<file path="src/rtl/bvb_arbiter.sv">
// Per-bank round-robin arbiter between channel column-id FIFOs and vector buffer banks.
// Optional BVB_ARB_STATS_EN adds per-bank saturating conflict counters on conflict_count.

module bvb_arb_bank #(
  parameter int N   = 4,
  parameter int IDW = 16,
  parameter int BB  = 2,
  parameter int AW  = IDW - BB
) (
  input  logic                clk,
  input  logic                rst,
  input  logic [N-1:0]        tgt_i,
  input  logic [N-1:0][IDW-1:0] id_i,
  output logic [N-1:0]        gnt_o,
  output logic                valid_o,
  output logic [AW-1:0]       addr_o,
  output logic [BB-1:0]       src_o
`ifdef BVB_ARB_STATS_EN
  , output logic [31:0]       conflict_o
`endif
);
  logic [BB-1:0] ptr_q, ptr_d, win, idx;
  logic          hit;
  logic          valid_q;
  logic [AW-1:0] addr_q;
  logic [BB-1:0] src_q;

  // Scan from ptr upward; N is a power of two so BB-bit addition wraps modulo N.
  always_comb begin
    hit = 1'b0;
    win = ptr_q;
    idx = '0;
    for (int k = 0; k < N; k++) begin
      idx = ptr_q + BB'(k);
      if (!hit && tgt_i[idx]) begin
        hit = 1'b1;
        win = idx;
      end
    end
    gnt_o = '0;
    if (hit) gnt_o[win] = 1'b1;
    ptr_d = hit ? win + BB'(1) : ptr_q;
  end

  always_ff @(posedge clk) begin
    if (rst) begin
      ptr_q   <= '0;
      valid_q <= 1'b0;
      addr_q  <= '0;
      src_q   <= '0;
    end else begin
      ptr_q   <= ptr_d;
      valid_q <= hit;
      if (hit) begin
        addr_q <= id_i[win][IDW-1:BB];
        src_q  <= win;
      end
    end
  end

  assign valid_o = valid_q;
  assign addr_o  = addr_q;
  assign src_o   = src_q;

`ifdef BVB_ARB_STATS_EN
  logic [31:0] cnt_q;
  // More than one requester: clearing the lowest set bit leaves something.
  always_ff @(posedge clk) begin
    if (rst) cnt_q <= '0;
    else if (((tgt_i & (tgt_i - N'(1))) != '0) && (cnt_q != '1)) cnt_q <= cnt_q + 32'd1;
  end
  assign conflict_o = cnt_q;
`endif
endmodule

module bvb_arbiter #(
  parameter int channel_num    = 4,
  parameter int col_id_size    = 16,
  parameter int vec_fifo_depth = 8
) (
  input  logic                                          clk,
  input  logic                                          rst,
  input  logic [col_id_size*channel_num-1:0]            id,
  input  logic [channel_num-1:0]                        id_fifo_empty,
  output logic [channel_num-1:0]                        id_fifo_read,
  input  logic [channel_num-1:0]                        vec_fifo_read,
  output logic [channel_num-1:0]                        bank_valid,
  output logic [(col_id_size-$clog2(channel_num))*channel_num-1:0] bank_addr,
  output logic [$clog2(channel_num)*channel_num-1:0]    bank_src
`ifdef BVB_ARB_STATS_EN
  , output logic [32*channel_num-1:0]                   conflict_count
`endif
);
  localparam int bank_bits = $clog2(channel_num);
  localparam int AW        = col_id_size - bank_bits;
  localparam int CW        = $clog2(vec_fifo_depth + 1);

  logic [channel_num-1:0][col_id_size-1:0] id_a;
  logic [channel_num-1:0][AW-1:0]          addr_a;
  logic [channel_num-1:0][bank_bits-1:0]   src_a;
  logic [channel_num-1:0][channel_num-1:0] tgt, gnt;
  logic [channel_num-1:0][CW-1:0]          credit_q, credit_d;
  logic [channel_num-1:0]                  req, rd_raw;

  assign id_a      = id;
  assign bank_addr = addr_a;
  assign bank_src  = src_a;

  always_comb begin
    tgt = '0;
    for (int c = 0; c < channel_num; c++)
      req[c] = !id_fifo_empty[c] && (credit_q[c] != '0);
    for (int b = 0; b < channel_num; b++)
      for (int c = 0; c < channel_num; c++)
        tgt[b][c] = req[c] && (id_a[c][bank_bits-1:0] == bank_bits'(b));
  end

  // Each channel targets exactly one bank, so OR-ing bank grants yields at most one pop per channel.
  always_comb begin
    rd_raw = '0;
    for (int b = 0; b < channel_num; b++) rd_raw = rd_raw | gnt[b];
    id_fifo_read = rst ? '0 : rd_raw;
  end

  always_comb begin
    for (int c = 0; c < channel_num; c++) begin
      credit_d[c] = credit_q[c];
      if (id_fifo_read[c] && !vec_fifo_read[c])
        credit_d[c] = credit_q[c] - CW'(1);
      else if (!id_fifo_read[c] && vec_fifo_read[c] && credit_q[c] != CW'(vec_fifo_depth))
        credit_d[c] = credit_q[c] + CW'(1);
    end
  end

  always_ff @(posedge clk) begin
    if (rst) begin
      for (int c = 0; c < channel_num; c++) credit_q[c] <= CW'(vec_fifo_depth);
    end else begin
      credit_q <= credit_d;
    end
  end

  for (genvar b = 0; b < channel_num; b++) begin : g_bank
    bvb_arb_bank #(.N(channel_num), .IDW(col_id_size), .BB(bank_bits), .AW(AW)) u_bank (
      .clk     (clk),
      .rst     (rst),
      .tgt_i   (tgt[b]),
      .id_i    (id_a),
      .gnt_o   (gnt[b]),
      .valid_o (bank_valid[b]),
      .addr_o  (addr_a[b]),
      .src_o   (src_a[b])
`ifdef BVB_ARB_STATS_EN
      , .conflict_o (conflict_count[b*32 +: 32])
`endif
    );
  end
endmodule

</file>
<file path="config.mk">
export PLATFORM = sky130hd
export DESIGN_NAME = bvb_arbiter
export DESIGN_NICKNAME = d
export VERILOG_FILES = /design/src/rtl/bvb_arbiter.sv
export SDC_FILE = /design/constraint.sdc
export NUM_CORES = 1
export LEC_CHECK = 0
export ABC_AREA = 0
export CELL_PAD_IN_SITES_DETAIL_PLACEMENT = 1
export CELL_PAD_IN_SITES_GLOBAL_PLACEMENT = 1
export CORE_MARGIN = 1.5
export CORE_UTILIZATION = 35
export CTS_CLUSTER_DIAMETER = 120
export DETAILED_ROUTE_END_ITERATION = 16
export PLACE_DENSITY_LB_ADDON = 0.1
export SETUP_SLACK_MARGIN = 0.5
export SYNTH_ARGS = -nofsm -noshare
export SYNTH_HDL_FRONTEND = slang
export SYNTH_SLANG_ARGS = --single-unit
</file>
<file path="constraint.sdc">
create_clock -name clk -period 6.15 [get_ports clk]
set_input_delay 0.615 -clock clk [delete_from_list [all_inputs] [get_ports clk]]
set_output_delay 0.615 -clock clk [all_outputs]
set_load 0.005 [all_outputs]
</file>
; Word level (Yosys, flattened, before mapping)
; Index checks and enable logic that the tools add are counted.
[classes]
add_sub_neg = 24
magnitude_cmp = 24
eq_ne = 16
n_mux = 89
bitwise_logic = 3
reduce_logical = 84
[op_table]
columns = operator, n
row1 = 16-bit binary-select mux with 2-bit select, 4
row2 = 16-bit two-way mux, 4
row3 = 2-bit by 3-bit < comparator with 1-bit output (second input constant), 20
row4 = 4-bit two-way mux, 13
row5 = 1-bit logical AND, 48
row6 = 1-bit two-way mux, 36
row7 = 1-bit binary-select mux with 2-bit select, 16
row8 = 1-bit zero test, 24
row9 = 2-bit two-way mux, 12
row10 = 2-bit by 1-bit adder with 2-bit output (second input constant), 8
row11 = 2-bit adder (second input constant), 8
row12 = 4-bit by 1-bit adder with 4-bit output (second input constant), 4
row13 = 2-bit == test (second input constant), 8
row14 = 4-bit inequality test (second input constant), 4
row15 = 4-bit nonzero test, 4
row16 = 4-bit by 1-bit subtractor with 4-bit output (second input constant), 4
row17 = 4-bit OR, 3
row18 = 1-bit demux with 2-bit select, 4
row19 = 2-bit by 1-bit == test with 1-bit output (second input constant), 4
row20 = 2-bit by 1-bit >= comparator with 1-bit output (second input constant), 4
row21 = 2-bit zero test, 4
row22 = 2-bit nonzero test, 4
[word_totals]
reg_bits = 92
out_inout_bits = 72
word_cells = 260

; Longest topological paths before layout
[logic_depth]
depth_word = 29
mapped_depth = 20

; Hierarchy
; A second synthesis with hierarchy kept.
[hier_totals]
cells_unflattened = 643
hier_area_um2 = 5865.6
[by_module_without_submodules]
columns = mod, instances, cells_per_inst, area_per_inst_um2, seq_area_each_um2
row1 = bvb_arb_bank (g_bank[0].u_bank ...), 3, 121, 1107.3, 380.4
row2 = bvb_arb_bank (g_bank[3].u_bank), 1, 131, 1287.5, 380.4
row3 = bvb_arbiter, 1, 149, 1256.2, 320.3

; Least setup slack after synthesis
; No wires, ideal clock.
[synth_path]
path_kind = input port to flip-flop
start = input id[0]
end = register credit_q[7] (netlist bit)
setup_time_ns = 0.117
arrival_time_ns = 4.485
setup_slack_ns = 1.548
cell_stages = 18
cell_sequence = clkbuf_1 -> or4b_1 -> clkbuf_2 -> o22ai_1 -> o2bb2ai_2 -> nor2_2 -> buf_2 -> ha_1 -> a222oi_1 -> and2b_4 -> buf_6 -> or3_1 -> inv_1 -> ha_1 -> a21o_1 -> a21o_1 -> or4_1 -> and4b_1
[synth_between]
word_cells_on_any_way = 126
cone_classes = order compare (8) / eq/ne (3) / mux (74) / bitwise (3) / reduce/logical (38)
[synth_lines]
columns = element, line_no
row1 = start: declaration, 83  ; input logic [col_id_size*channel_num-1:0] id,
row2 = 2-bit == test (*), 115  ; tgt[b][c] = req[c] && (id_a[c][bank_bits-1:0] == bank_bits'(b));
row3 = 1-bit logical AND (*), 115
row4 = 1-bit binary-select mux with 2-bit select, 35  ; if (!hit && tgt_i[idx]) begin
row5 = 1-bit two-way mux (not written as such), 35
row6 = 1-bit two-way mux, 35
row7 = 1-bit zero test, 35
row8 = 1-bit logical AND, 35
row9 = 1-bit two-way mux, 35
row10 = (+6 left out), -
row11 = named net g_bank[2].u_bank.win[0], 22  ; logic [BB-1:0] ptr_q, ptr_d, win, idx;
row12 = (+2 left out), -
row13 = 1-bit two-way mux (not written as such), 41  ; if (hit) gnt_o[win] = 1'b1;
row14 = 1-bit demux with 2-bit select (*), -
row15 = 4-bit two-way mux (*), 41
row16 = 4-bit OR (*) (2 in a row), 121  ; for (int b = 0; b < channel_num; b++) rd_raw = rd_raw | gnt[b];
row17 = 4-bit two-way mux (*), 122  ; id_fifo_read = rst ? '0 : rd_raw;
row18 = 1-bit zero test, 130  ; else if (!id_fifo_read[c] && vec_fifo_read[c] && credit_q[c] != CW'(vec_fifo_depth))
row19 = 1-bit logical AND (2 in a row), 130
row20 = 2-bit nonzero test (no line), -
row21 = end signal: assignment, 139  ; credit_q <= credit_d;
row22 = end: declaration, 102  ; logic [channel_num-1:0][CW-1:0] credit_q, credit_d;
; The timed path passes the listed nets; every way through them passes the cells marked *. The select of a mux whose other input is x is not followed.
; A chain may end at the register's enable or synchronous reset.

; Worst setup path after layout
[layout_path]
start = input id[0]
end = register credit_q[7] (netlist bit)
[layout_between]
elab_chain_len = 27
word_cells_on_any_way = 126
cone_classes = order compare (8) / eq/ne (3) / mux (74) / bitwise (3) / reduce/logical (38)
[layout_rtl]
columns = element, line_no
row1 = 2-bit by 1-bit == test with 1-bit output or 2-bit zero test (tied branches), 115
row2 = 1-bit logical AND, 115
row3 = 1-bit binary-select mux with 2-bit select, 35
row4 = 1-bit two-way mux (not written as such), 35
row5 = 1-bit two-way mux, 35
row6 = 1-bit zero test, 35
row7 = 1-bit logical AND, 35
row8 = 1-bit two-way mux, 35
row9 = (+9 left out), -
row10 = 1-bit demux with 2-bit select, -
row11 = 4-bit two-way mux, 41
row12 = 4-bit OR (2 in a row), 121
row13 = 4-bit OR (*), 121
row14 = 4-bit two-way mux (*), 122
row15 = 1-bit zero test, 130
row16 = 1-bit logical AND (2 in a row), 130
row17 = 2-bit nonzero test (no line), -
; Mark *: on every way between the ends. The rest lies on a longest branch, timed or not. The select of a mux whose other input is x is not followed.

==> flow_summary_export.csv <==
group,metric,value,unit
setup_path,max_stage_delay,750,ps
place,place_ws,447,ps
sta,clock_skew,8.23,ps
sta,min_period_over_period,85.6,%
setup_path,worst-path-buf-inv,2,
yosys,synthesis.area,0.00647,mm^2
layout,final_common_cell,"clkdlybuf4s50_1",
sta,tns,0,ps
yosys,synth.distinct_cells,77,
yosys,synth_top_area_cell,"dfxtp_1",
clock_network,h-tree-depth,3,
detailed_routing,drc,0,
die,start_util,35.9,%
clock_network,cts.sinks,92,
sta,rsz0062_at_grt,"no",
yosys,yosysSeqAreaShare,28.4,%
die,die_width,139,um
setup_path,path_delay_family,"simple AND/OR/NAND/NOR gates",
detailed_routing,final_antenna_net_count,0,
sta,slew_violations,0,
clock_network,post_cts_buffers,0,
clock_network,clk_latency,350,ps
yosys,async_flop_share,0,%
power_and_ir_drop,peakVddDrop,158,uV
power_and_ir_drop,p_per_area,305,mW/mm^2
detailed_routing,drt_first_pass_iters,5,
detailed_routing,detail_route.iter0.violations,296,
yosys,netlist.area_leader.share,28.4,%
sta,hold_viol,0,
layout,final_cell_area,0.00835,mm^2
layout,fill_cells,2066,
place,port_buffers,145,
clock_network,root_buffer,"clkbuf_16",
yosys,synth_edf_count,0,
clock_network,clockBufferDepth,2,
detailed_routing,drt_wl_total,23100,um
grt,grt_max_degree,42,
flow_run,drv_cap,0,
place,placed_area,0.00805,mm^2
grt,grt_first_pass_wirelength,36700,um
layout,drive_gt1_share,8.27,%
setup_path,crit_path_start_kind,"primary input",
yosys,synth_warnings,0,
detailed_routing,routed_via_density,5.96,
sta,finalCriticalPeriod,5260,ps
grt,overflow,0,
detailed_routing,vias,6404,
die,row_count,49,
worst_hold_path,hold_class,"reg -> reg",
setup_path,endpoint_kind,"register",
sta,worst_slew_pin_slew,1200,ps
yosys,avgSynthCellArea,8.87,um^2
setup_path,crit_type,"in -> reg",
layout,layout.nets,936,
yosys,syn-instance-count,730,
die,core,0.0180,mm^2
layout,area_growth,29.0,%
grt,antenna_found_initial,0,
clock_network,numCtsBuffers,9,
detailed_routing,routedWlPerCell,21.5,um
setup_path,required,6400,ps
place,gp_congestion,0.822,
die,die_h,139,um
place,dp_hpwl,16900,um
sta,finalSetupViolations,0,
run_status,status,"finished, final reports clean",
setup_path,slowest_stage,"or4b_1",
power_and_ir_drop,leakagePower,3.39,nW
grt,grt_pass1_vias,6720,
layout,final_cell_mix,"clkdlybuf4s50_1, mux2i_1, dfxtp_1, nand2_1, nor2_1",
sta,slew_headroom,19.6,%
setup_path,cp_max_fo,15,
die,ios,146,
yosys,synthFlopType,"dfxtp_1",
clock_network,cts_hold_buf,0,
clock_network,cts_tree,"built",
sta,layout_setup_ws,886,ps
clock_network,clk_pin_slew,70,ps
yosys,ys_top_cells_by_area,"dfxtp_1, mux2i_1, o221ai_1",
grt,track_usage,23.7,%
yosys,yosys_register_bits,92,
setup_path,crit_chain,"clkdlybuf4s50_1, or4b_1, a2bb2oi_1, o2bb2ai_2, nor2_2, ha_1, a222oi_1, and2b_4, or3_1, inv_1, ha_1, a21o_1, a21o_1, or4_1, and4b_1",
clock_network,postCtsResizedCells,0,
yosys,synthesis.nets,824,
die,die_area,0.0193,mm^2
sta,max_freq,0.190,GHz
setup_path,critical_path_arrival,5510,ps
layout,antenna_cells,0,
==> routing by layer <==
metal | global-route usage, % | wire length [um] | vias up
met1 | 28.5 | 9960 | 3196
li1 | - | - | 3004
met4 | 7.02 | 438 | 0
met2 | 41.2 | 11200 | 178
met5 | 0 | 0 | -
met3 | 6.49 | 1520 | 26
==> where the power goes <==
| group | switching [mW] | leakage, nW | internal (mW) |
|---|---|---|---|
| logic | 0.572 | 2.49 | 0.550 |
| clock network | 0.255 | 0.145 | 0.337 |
| registers | 0.119 | 0.756 | 0.713 |
| total | 0.946 | 3.39 | 1.60 |
==> per-stage QoR <==
stage | util, % | hold slack, ps | instances | total power [mW]
6_report | 46.3 | 460 | 1075 | 2.54
5_1_grt | 46.3 | 488 | 1075 | 2.70
4_1_cts | 46.3 | 462 | 1075 | 2.57
3_5_place_dp | 44.7 | 443 | 1060 | 1.97
3_3_place_gp | 44.7 | 437 | 1060 | 1.92
2_1_floorplan | - | 448 | 730 | 1.51
==> Yosys cell counts (all sizes together), types with 19 or more instances <==
cell,count
nor2,43
clkbuf,31
mux2,20
nor3,19
o21ai,24
a21o,21
a21oi,26
mux2i,96
dfxtp,92
nand3,22
o221ai,31
inv,22
buf,25
nand2,57
==> sequential cells by signal, indices dropped and copies added (netlist names) <==
signal / cells
g_bank.u_bank.src_o: 8
g_bank.u_bank.ptr_q: 8
g_bank.u_bank.addr_o: 56
credit_q: 16
g_bank.u_bank.valid_o: 4
==> path summary, 6_finish.rpt <==
check                               endpoint                        from  slack (ps)  depth (start not counted)
setup / recovery                 credit_q[7]                       id[0]         890                         15
hold / removal    g_bank[3].u_bank.addr_o[0]  g_bank[3].u_bank.addr_o[0]         460                          1
setup reg to reg                 credit_q[7]                 credit_q[3]        1220                         15
hold reg to reg   g_bank[3].u_bank.addr_o[0]  g_bank[3].u_bank.addr_o[0]         460                          1
==> final cells by class <==
cell class / instances / area (um^2) / area share, %
Clock buffer: 12 / 256 / 3.07
Clock inverter: 3 / 46.3 / 0.554
Inverter: 22 / 82.6 / 0.989
Multi-Input combinational cell: 560 / 4300 / 51.5
Sequential cell: 92 / 1840 / 22.0
Tap cell: 229 / 287 / 3.43
Timing Repair Buffer: 157 / 1540 / 18.4
==> kinds of logic after synthesis <==
kind of cell	after synthesis	share of synthesized area, %
flops	92	28.4
mux	116	18.3
compound gates	186	21.6
simple gates	230	20.8
xor+xnor	8	1.08
buf+inv	78	5.43
fa+ha+maj	20	4.33
(Power assumes the default switching activity.)
